<file path="src/rtl/spram_pkg.sv">
// Shared constants for the spram-backed FIFO controller: read latency,
// output buffer depth, derived counter widths and the RAM port operation type.
package spram_pkg;

  localparam int RD_LATENCY = 2;
  localparam int OBUF_DEPTH = 3;
  // vld_pipe[STAGES:0] carries one bit per outstanding read cycle
  localparam int STAGES     = RD_LATENCY - 1;
  localparam int IDX_W      = $clog2(OBUF_DEPTH);
  localparam int OCC_W      = $clog2(OBUF_DEPTH + 1);
  localparam int INFL_W     = $clog2(RD_LATENCY + 1);
  // wide enough to hold occ + inflight without overflow
  localparam int CRED_W     = ((OCC_W > INFL_W) ? OCC_W : INFL_W) + 1;

  typedef enum logic [1:0] {
    PORT_IDLE  = 2'd0,
    PORT_WRITE = 2'd1,
    PORT_READ  = 2'd2
  } port_op_e;

  // Output buffer slot index, wraps at OBUF_DEPTH-1
  function automatic logic [IDX_W-1:0] obuf_idx_inc(input logic [IDX_W-1:0] i);
    return (i == IDX_W'(OBUF_DEPTH - 1)) ? '0 : i + 1'b1;
  endfunction

endpackage

</file>
<file path="src/rtl/spram_fifo_obuf.sv">
// Small register FIFO holding words returned from the RAM; head is the
// FIFO output word. The parent's credit check keeps pushes from overflowing it.
module spram_fifo_obuf
  import spram_pkg::*;
#(
  parameter int DATA_WIDTH = 8
) (
  input  logic                  clk,
  input  logic                  rst_n,
  input  logic                  push,
  input  logic [DATA_WIDTH-1:0] push_data,
  input  logic                  pop,
  output logic [DATA_WIDTH-1:0] head,
  output logic [OCC_W-1:0]      occ
);

  logic [OBUF_DEPTH-1:0][DATA_WIDTH-1:0] ent;
  logic [IDX_W-1:0]                      wr_idx;
  logic [IDX_W-1:0]                      rd_idx;
  logic                                  pop_ok;

  assign pop_ok = pop && (occ != '0);
  assign head   = ent[rd_idx];

  // Entry storage; contents need no reset since occ gates their use
  always_ff @(posedge clk) begin
    if (push) ent[wr_idx] <= push_data;
  end

  // Slot pointers and occupancy; simultaneous push and pop keeps occ
  always_ff @(posedge clk or negedge rst_n) begin
    if (!rst_n) begin
      wr_idx <= '0;
      rd_idx <= '0;
      occ    <= '0;
    end else begin
      if (push)   wr_idx <= obuf_idx_inc(wr_idx);
      if (pop_ok) rd_idx <= obuf_idx_inc(rd_idx);
      case ({push, pop_ok})
        2'b10:   occ <= occ + 1'b1;
        2'b01:   occ <= occ - 1'b1;
        default: occ <= occ;
      endcase
    end
  end

endmodule

</file>
<file path="src/rtl/spram_fifo_ctrl.sv">
// FIFO controller owning one external single-port RAM. The RAM port does one
// write, one prefetch read or nothing each clock; read data returns two clocks
// later into a 3-entry output buffer so a sustained pop runs at full rate.
module spram_fifo_ctrl
  import spram_pkg::*;
#(
  parameter int DATA_WIDTH = 8,
  parameter int ADDR_WIDTH = 11
) (
  input  logic                  clk,
  input  logic                  rst_n,
  input  logic                  in_valid,
  output logic                  in_ready,
  input  logic [DATA_WIDTH-1:0] in_data,
  output logic                  out_valid,
  input  logic                  out_ready,
  output logic [DATA_WIDTH-1:0] out_data,
  output logic [ADDR_WIDTH+1:0] count,
  output logic                  mem_we,
  output logic [ADDR_WIDTH-1:0] mem_addr,
  output logic [DATA_WIDTH-1:0] mem_wdata,
  input  logic [DATA_WIDTH-1:0] mem_rdata
);

  localparam int DEPTH = 2 ** ADDR_WIDTH;

  logic                  init_done;
  logic [ADDR_WIDTH-1:0] wr_ptr;
  logic [ADDR_WIDTH-1:0] rd_ptr;
  logic [ADDR_WIDTH:0]   ram_cnt;
  logic [STAGES:0]       vld_pipe;
  logic [INFL_W-1:0]     inflight;
  logic [OCC_W-1:0]      occ;
  logic [CRED_W-1:0]     credit_used;
  logic                  ram_empty;
  logic                  ram_full;
  logic                  read_prio;
  logic                  do_wr;
  logic                  do_rd;
  port_op_e              port_op;
  logic                  obuf_pop;

  // Reads currently travelling through the RAM pipeline
  always_comb begin
    inflight = '0;
    for (int i = 0; i <= STAGES; i++) inflight = inflight + INFL_W'(vld_pipe[i]);
  end

  assign credit_used = CRED_W'(occ) + CRED_W'(inflight);
  assign ram_empty   = (ram_cnt == '0);
  assign ram_full    = (ram_cnt == (ADDR_WIDTH+1)'(DEPTH));
  // Refill an empty output path ahead of pushes so pops never starve
  assign read_prio   = !ram_empty && (credit_used == '0);
  assign in_ready    = init_done && !ram_full && !read_prio;

  // RAM port arbitration: writes first unless read_prio blocked in_ready;
  // reads only issue when the output buffer has a free credit
  always_comb begin
    port_op = PORT_IDLE;
    if (in_valid && in_ready)
      port_op = PORT_WRITE;
    else if (!ram_empty && (credit_used < CRED_W'(OBUF_DEPTH)))
      port_op = PORT_READ;
  end

  assign do_wr     = (port_op == PORT_WRITE);
  assign do_rd     = (port_op == PORT_READ);
  assign mem_we    = do_wr;
  assign mem_addr  = do_wr ? wr_ptr : rd_ptr;
  assign mem_wdata = in_data;

  // Holds in_ready low for the first edge after reset release
  always_ff @(posedge clk or negedge rst_n) begin
    if (!rst_n) init_done <= 1'b0;
    else        init_done <= 1'b1;
  end

  // RAM pointers and occupancy; write and read are mutually exclusive
  always_ff @(posedge clk or negedge rst_n) begin
    if (!rst_n) begin
      wr_ptr  <= '0;
      rd_ptr  <= '0;
      ram_cnt <= '0;
    end else begin
      if (do_wr) begin
        wr_ptr  <= wr_ptr + 1'b1;
        ram_cnt <= ram_cnt + 1'b1;
      end else if (do_rd) begin
        rd_ptr  <= rd_ptr + 1'b1;
        ram_cnt <= ram_cnt - 1'b1;
      end
    end
  end

  // Read-valid shift pipe; reset drops anything still inside the RAM
  always_ff @(posedge clk or negedge rst_n) begin
    if (!rst_n) vld_pipe <= '0;
    else        vld_pipe <= {vld_pipe[STAGES-1:0], do_rd};
  end

  assign obuf_pop = out_valid && out_ready;

  spram_fifo_obuf #(
    .DATA_WIDTH (DATA_WIDTH)
  ) u_obuf (
    .clk       (clk),
    .rst_n     (rst_n),
    .push      (vld_pipe[STAGES]),
    .push_data (mem_rdata),
    .pop       (obuf_pop),
    .head      (out_data),
    .occ       (occ)
  );

  assign out_valid = (occ != '0);
  assign count     = (ADDR_WIDTH+2)'(ram_cnt) + (ADDR_WIDTH+2)'(inflight)
                   + (ADDR_WIDTH+2)'(occ);

endmodule

</file>
<file path="config.mk">
export PLATFORM = sky130hd
export DESIGN_NAME = spram_fifo_ctrl
export DESIGN_NICKNAME = d
export VERILOG_FILES = /design/src/rtl/spram_pkg.sv /design/src/rtl/spram_fifo_obuf.sv /design/src/rtl/spram_fifo_ctrl.sv
export SDC_FILE = /design/constraint.sdc
export NUM_CORES = 1
export LEC_CHECK = 0
export CORE_UTILIZATION = 48
export DETAILED_ROUTE_END_ITERATION = 10
export PLACE_DENSITY = 0.78
export SETUP_SLACK_MARGIN = 0.5
export SKIP_CTS_REPAIR_TIMING = 1
export SLEW_MARGIN = 20
export SYNTH_ARGS = -nofsm -noshare
export SYNTH_HDL_FRONTEND = slang
export SYNTH_SLANG_ARGS = --single-unit
export TNS_END_PERCENT = 10
</file>
<file path="constraint.sdc">
create_clock -name clk -period 4.6 [get_ports clk]
set_input_delay 0.92 -clock clk [delete_from_list [all_inputs] [get_ports clk]]
set_output_delay 0.92 -clock clk [all_outputs]
set_load 0.03 [all_outputs]
</file>
Word-level counts from Yosys, hierarchy flattened
Cells that the tools add are included.
W data, S select, Z words.
Word-level totals
  bits in registers: 67
  logic and storage cells: 65
  input bits: 20
  output and inout bits: 43
Cells by class
  mux-type cells: 13
  $lt $le $gt $ge: 4
  reduce and logical (&&, ||, !) cells: 17
  bitwise gates (word level): 1
  add/sub/neg operators: 12
  equality and inequality tests: 7
Operators by type and width (number)
  $bwmux W24: 1
  $mux W12: 2
  $add A11 B1 Y11 const B: 2
  $bmux W8 S2: 1
  $demux W8 S2: 1
  $mux W8: 2
  $add A12 B2 Y13: 1
  $add A13 B2 Y13: 1
  $add A12 B1 Y12 const B: 1
  $eq A12 B12 Y1 const B: 1
  $logic_not A12 Y1: 1
  $sub A12 B1 Y12 const B: 1
  $mux W11: 1
  $eq A2 B2 Y1 const B: 4
  $logic_and A1 B1 Y1: 8
  $mux W2: 4
  $add A2 B1 Y2 const B: 3
  $lt A2 B3 Y1 const B: 2
  $reduce_bool A2 Y1: 3
  $eq A2 B1 Y1 const B: 2
  $pmux W2 S2: 1
  $add A2 B2 Y3: 1
  $logic_not A1 Y1: 3
  $logic_not A3 Y1: 1
  other kinds (6): 6

Longest topological paths before layout
  depth after elaboration: 11
  mapped depth: 16

By module
From an unflattened synthesis, not the netlist that was laid out.
Unflattened totals
  cell total of the unflattened synthesis: 344
  area, all modules: 3669.8 sq um
Modules (own cells, without submodules)
  spram_fifo_ctrl: instances 1, seq. area each 925.9 sq um, cells each 269, area each 2503.7 sq um
  spram_fifo_obuf: instances 1, seq. area each 870.8 sq um, cells each 75, area each 1166.1 sq um

Least setup slack after synthesis
Ideal clock, no wire load.
  kind: register to register
  from: register vld_pipe[0]
  to: register ram_cnt[11]
  library setup time: 138 ps
  path slack: -131 ps
  data arrival time: 4593 ps
  cell stages (with the launch flop): 17
  clock period less this slack: 4731 ps
  path through: dfrtp_1 -> ha_1 -> ha_1 -> ha_1 -> a2111oi_1 -> a311o_2 -> nand2_2 -> clkbuf_1 -> buf_1 -> inv_1 -> ha_1 -> and2_1 -> a21boi_0 -> or3_1 -> a221o_1 -> o2111ai_1 -> or4b_1
On the way
  word-level cells in the longest chain between the ends: 10
  elaborated cells between the ends (all ways): 15
Ends and longest elaborated chain
  start: declaration: line spram_fifo_ctrl.sv:31  | logic [STAGES:0] vld_pipe;
  start signal: assignment: line spram_fifo_ctrl.sv:98  | else vld_pipe <= {vld_pipe[STAGES-1:0], do_rd};
  $add A1 B1 Y2 (*): line spram_fifo_ctrl.sv:46  | for (int i = 0; i <= STAGES; i++) inflight = inflight + INFL_W'(vld_pipe[i]);
  $add A2 B2 Y3 (*): line spram_fifo_ctrl.sv:49  | assign credit_used = CRED_W'(occ) + CRED_W'(inflight);
  parallel branches: the longest is 5 deep, another holds $lt A3 B2 Y1
  $mux W2 (*): line spram_fifo_ctrl.sv:60  | if (in_valid && in_ready)
  $eq A2 B1 Y1 (*): line spram_fifo_ctrl.sv:66  | assign do_wr = (port_op == PORT_WRITE);
  net mem_we: line spram_fifo_ctrl.sv:19  | output logic mem_we,
  $mux W12 or $reduce_bool A2 Y1 (tied branches)
  end signal: assignment: line spram_fifo_ctrl.sv:87  | ram_cnt <= ram_cnt + 1'b1;
  end signal: assignment: line spram_fifo_ctrl.sv:90  | ram_cnt <= ram_cnt - 1'b1;
  end: declaration: line spram_fifo_ctrl.sv:30  | logic [ADDR_WIDTH:0] ram_cnt;
Mark *: on every way through the listed nets, which the timed path passes.
A chain may end at the register's enable or synchronous reset.

Final worst setup path
  from: register vld_pipe[1]
  to: output mem_addr[7]
On the way
  word-level cells in the longest chain between the ends: 10
  elaborated cells between the ends (all ways): 13
Ends and longest elaborated chain
  $add A1 B1 Y2 (*): line spram_fifo_ctrl.sv:46
  $add A2 B2 Y3 (*): line spram_fifo_ctrl.sv:49
  parallel branches: the longest is 5 deep, another holds $lt A3 B2 Y1
  $mux W2 (*): line spram_fifo_ctrl.sv:60
  $eq A2 B1 Y1 (*): line spram_fifo_ctrl.sv:66
  $mux W11 (*): line spram_fifo_ctrl.sv:69  | assign mem_addr = do_wr ? wr_ptr : rd_ptr;
  end: declaration: line spram_fifo_ctrl.sv:20  | output logic [ADDR_WIDTH-1:0] mem_addr,
Every way passes the cells marked *.

==> results.sh <==
export IMPL_status="finished, final reports clean"
export IMPL_final_common_cell="nand2_1"
export IMPL_maxSlewHeadroom=0.359
export IMPL_post_dp_hpwl_um=5620
export IMPL_hp_start="vld_pipe[0]"
export IMPL_synth_edff_count=24
export IMPL_root_buffer="clkbuf_8"
export IMPL_routed_wl_um=7700
export IMPL_clock_path_buffers=2
export IMPL_path_max_fanout=19
export IMPL_hold_path_class="register to register"
export IMPL_synthFlopType="dfrtp_1"
export IMPL_async_flop_share=0.642
export IMPL_rows=32
export IMPL_worst_pin_slew_ns=0.962
export IMPL_fp_coreArea_um2=7690
export IMPL_reg2reg_from="vld_pipe[1]"
export IMPL_fin_util=0.592
export IMPL_numCtsBuffers=9
export IMPL_finalNetCount=446
export IMPL_yosysSeqAreaShare=0.471
export IMPL_crit_buf_inv=2
export IMPL_whs_path_depth=0
export IMPL_via_per_inst=5.50
export IMPL_clkSinkCount=67
export IMPL_worst_ep_required_time_ns=3.68
export IMPL_fin_skew_ns=0.0126
export IMPL_avgSynthCellArea_um2=10.3
export IMPL_critPathMaxStageDelay_ns=0.67
export IMPL_drt_iter0_markers=163
export IMPL_reg2reg_slack_ns=0.58
export IMPL_period_minus_slack_ns=4.20
export IMPL_globalRouteTotalUtil=0.195
export IMPL_io_pins=63
export IMPL_grt_pass1_vias=2719
export IMPL_diodes=0
export IMPL_path_clk_slew_ns=0.07
export IMPL_die_x_um=91.1
export IMPL_finalHoldViolCount=0
export IMPL_layout_common_cells="nand2_1 (70), dfrtp_1 (43), clkdlybuf4s50_1 (43)"
export IMPL_syn2layout_area_growth_pct=19.5
export IMPL_final_cells=516
export IMPL_fmax_mhz=238
export IMPL_first_pass_iters=4
export IMPL_setup_viol=0
export IMPL_synth_warnings=0
export IMPL_tritoncts="built"
export IMPL_syn_area_um2=3810
export IMPL_end_kind="output pin"
export IMPL_synthCells=370
export IMPL_drc_errors=0
export IMPL_cts_max_level=3
export IMPL_slowest_stage="clkdlybuf4s50_1"
export IMPL_syn_nets=407
export IMPL_grt_pass1_wl_um=12800
export IMPL_dp_cells=500
export IMPL_fillCellCount=650
export IMPL_overflow=0
export IMPL_antenna_found_initial=0
export IMPL_worstSetupStartpointType="register"
export IMPL_vias=2837
export IMPL_start_util=0.496
export IMPL_gp_congestion=0.845
export IMPL_die_h_um=91.1
export IMPL_min_to="vld_pipe[1]"
export IMPL_crit_family="buffers and inverters"
export IMPL_grt_max_degree=44
export IMPL_maxSlewViolCount=0
export IMPL_hold_ws_ns=0.414
export IMPL_insertion_delay_ns=0.34
export IMPL_ant_nets=0
export IMPL_drv_cap=0
export IMPL_path_cells="ha_1 > ha_1 > ha_4 > a2111oi_4 > a311o_2 > nand2_4 > buf_4 > nand2_1 > nand2_1 > clkdlybuf4s50_1"
export IMPL_synthDistinctLibCells=60
export IMPL_crit_type="register to output pin"
export IMPL_timing_final_crit_share=0.913
export IMPL_setup_tns_ns=0
export IMPL_drive_above_1_share=0.0942
export IMPL_numPortBuffers=46
export IMPL_ys_seq_elements=67
export IMPL_wl_per_cell_um=14.9
export IMPL_rsz0062_at_grt="yes"
export IMPL_r2r_end="ram_cnt[11]"
export IMPL_critPathArrivalTime_ns=3.28
export IMPL_die_area_um2=8300
export IMPL_reg2regPathDepth=14
==> synth_stat cells (all sizes together), types with 4 or more instances <==
cell | instances | area share
a21o | 9 | 0.018
a21oi | 4 | 0.0053
and3 | 4 | 0.0066
buf | 17 | 0.029
clkbuf | 6 | 0.0059
dfrtp | 43 | 0.28
edfxtp | 24 | 0.19
ha | 14 | 0.046
inv | 11 | 0.011
mux2i | 9 | 0.024
nand2 | 71 | 0.071
nand3 | 11 | 0.014
nand4 | 7 | 0.015
nor2 | 13 | 0.013
nor3 | 10 | 0.014
nor4 | 5 | 0.016
o21ai | 16 | 0.021
or3 | 4 | 0.0066
xnor2 | 29 | 0.067
xor2 | 13 | 0.030
==> layout make-up <==
type	instances	area, um2	area share
multi-input combinational	269	1880	0.413
sequential	67	1800	0.395
timing repair buffer	51	498	0.109
tap	102	128	0.0280
clock buffer	9	124	0.0272
clock inverter	7	83.8	0.0184
inverter	11	43.8	0.00962
==> registers in the layout, summed over array words and instances, names as in the netlist <==
name	flops
wr_ptr	11
ram_cnt	12
u_obuf.rd_idx	2
u_obuf.ent	24
u_obuf.occ	2
vld_pipe	2
u_obuf.wr_idx	2
init_done	1
rd_ptr	11
==> worst max path at each step <==
stage,cells past startpoint,end,start
4_1_cts,10,mem_addr[5],vld_pipe[1]
3_3_place_gp,12,ram_cnt[11],in_valid
3_5_place_dp,12,ram_cnt[11],in_valid
6_report,10,mem_addr[7],vld_pipe[1]
5_1_grt,10,mem_addr[7],vld_pipe[1]
2_1_floorplan,16,ram_cnt[11],vld_pipe[0]
==> cells by family (layout without fill, tap and decap cells) <==
| group | count (synthesis) | after routing | share of synthesized area |
|---|---|---|---|
| XOR/XNOR | 42 | 42 | 0.0965 |
| flip-flops | 67 | 67 | 0.471 |
| buffers and inverters | 34 | 78 | 0.0453 |
| multiplexers | 11 | 11 | 0.0295 |
| adder cells (fa/ha/maj) | 17 | 17 | 0.0617 |
| AND/OR/NAND/NOR | 137 | 137 | 0.180 |
| AO/OA/AOI/OAI | 61 | 61 | 0.115 |
| other | 1 | 1 | 0.000984 |
==> stage by stage <==
| stage | cell area, um2 | setup slack [ns] |
|---|---|---|
| after CTS | 4550 | 0.219 |
| after detailed placement | 4340 | 0.483 |
| after global routing | 4550 | 0.244 |
| after floorplan | 3870 | 0.521 |
| after global placement | 4340 | 0.544 |
| final | 4550 | 0.399 |
==> layer usage <==
metal | up-vias | global-route usage | wire [um]
met3 | 6 | 0.0385 | 292
met1 | 1382 | 0.257 | 3520
li1 | 1388 | - | -
met5 | - | 0 | 0
met4 | 0 | 0.0899 | 77
met2 | 61 | 0.312 | 3820
Power is not shown: default switching activity piles up to over one toggle a cycle in this logic, so the estimate is an artifact.
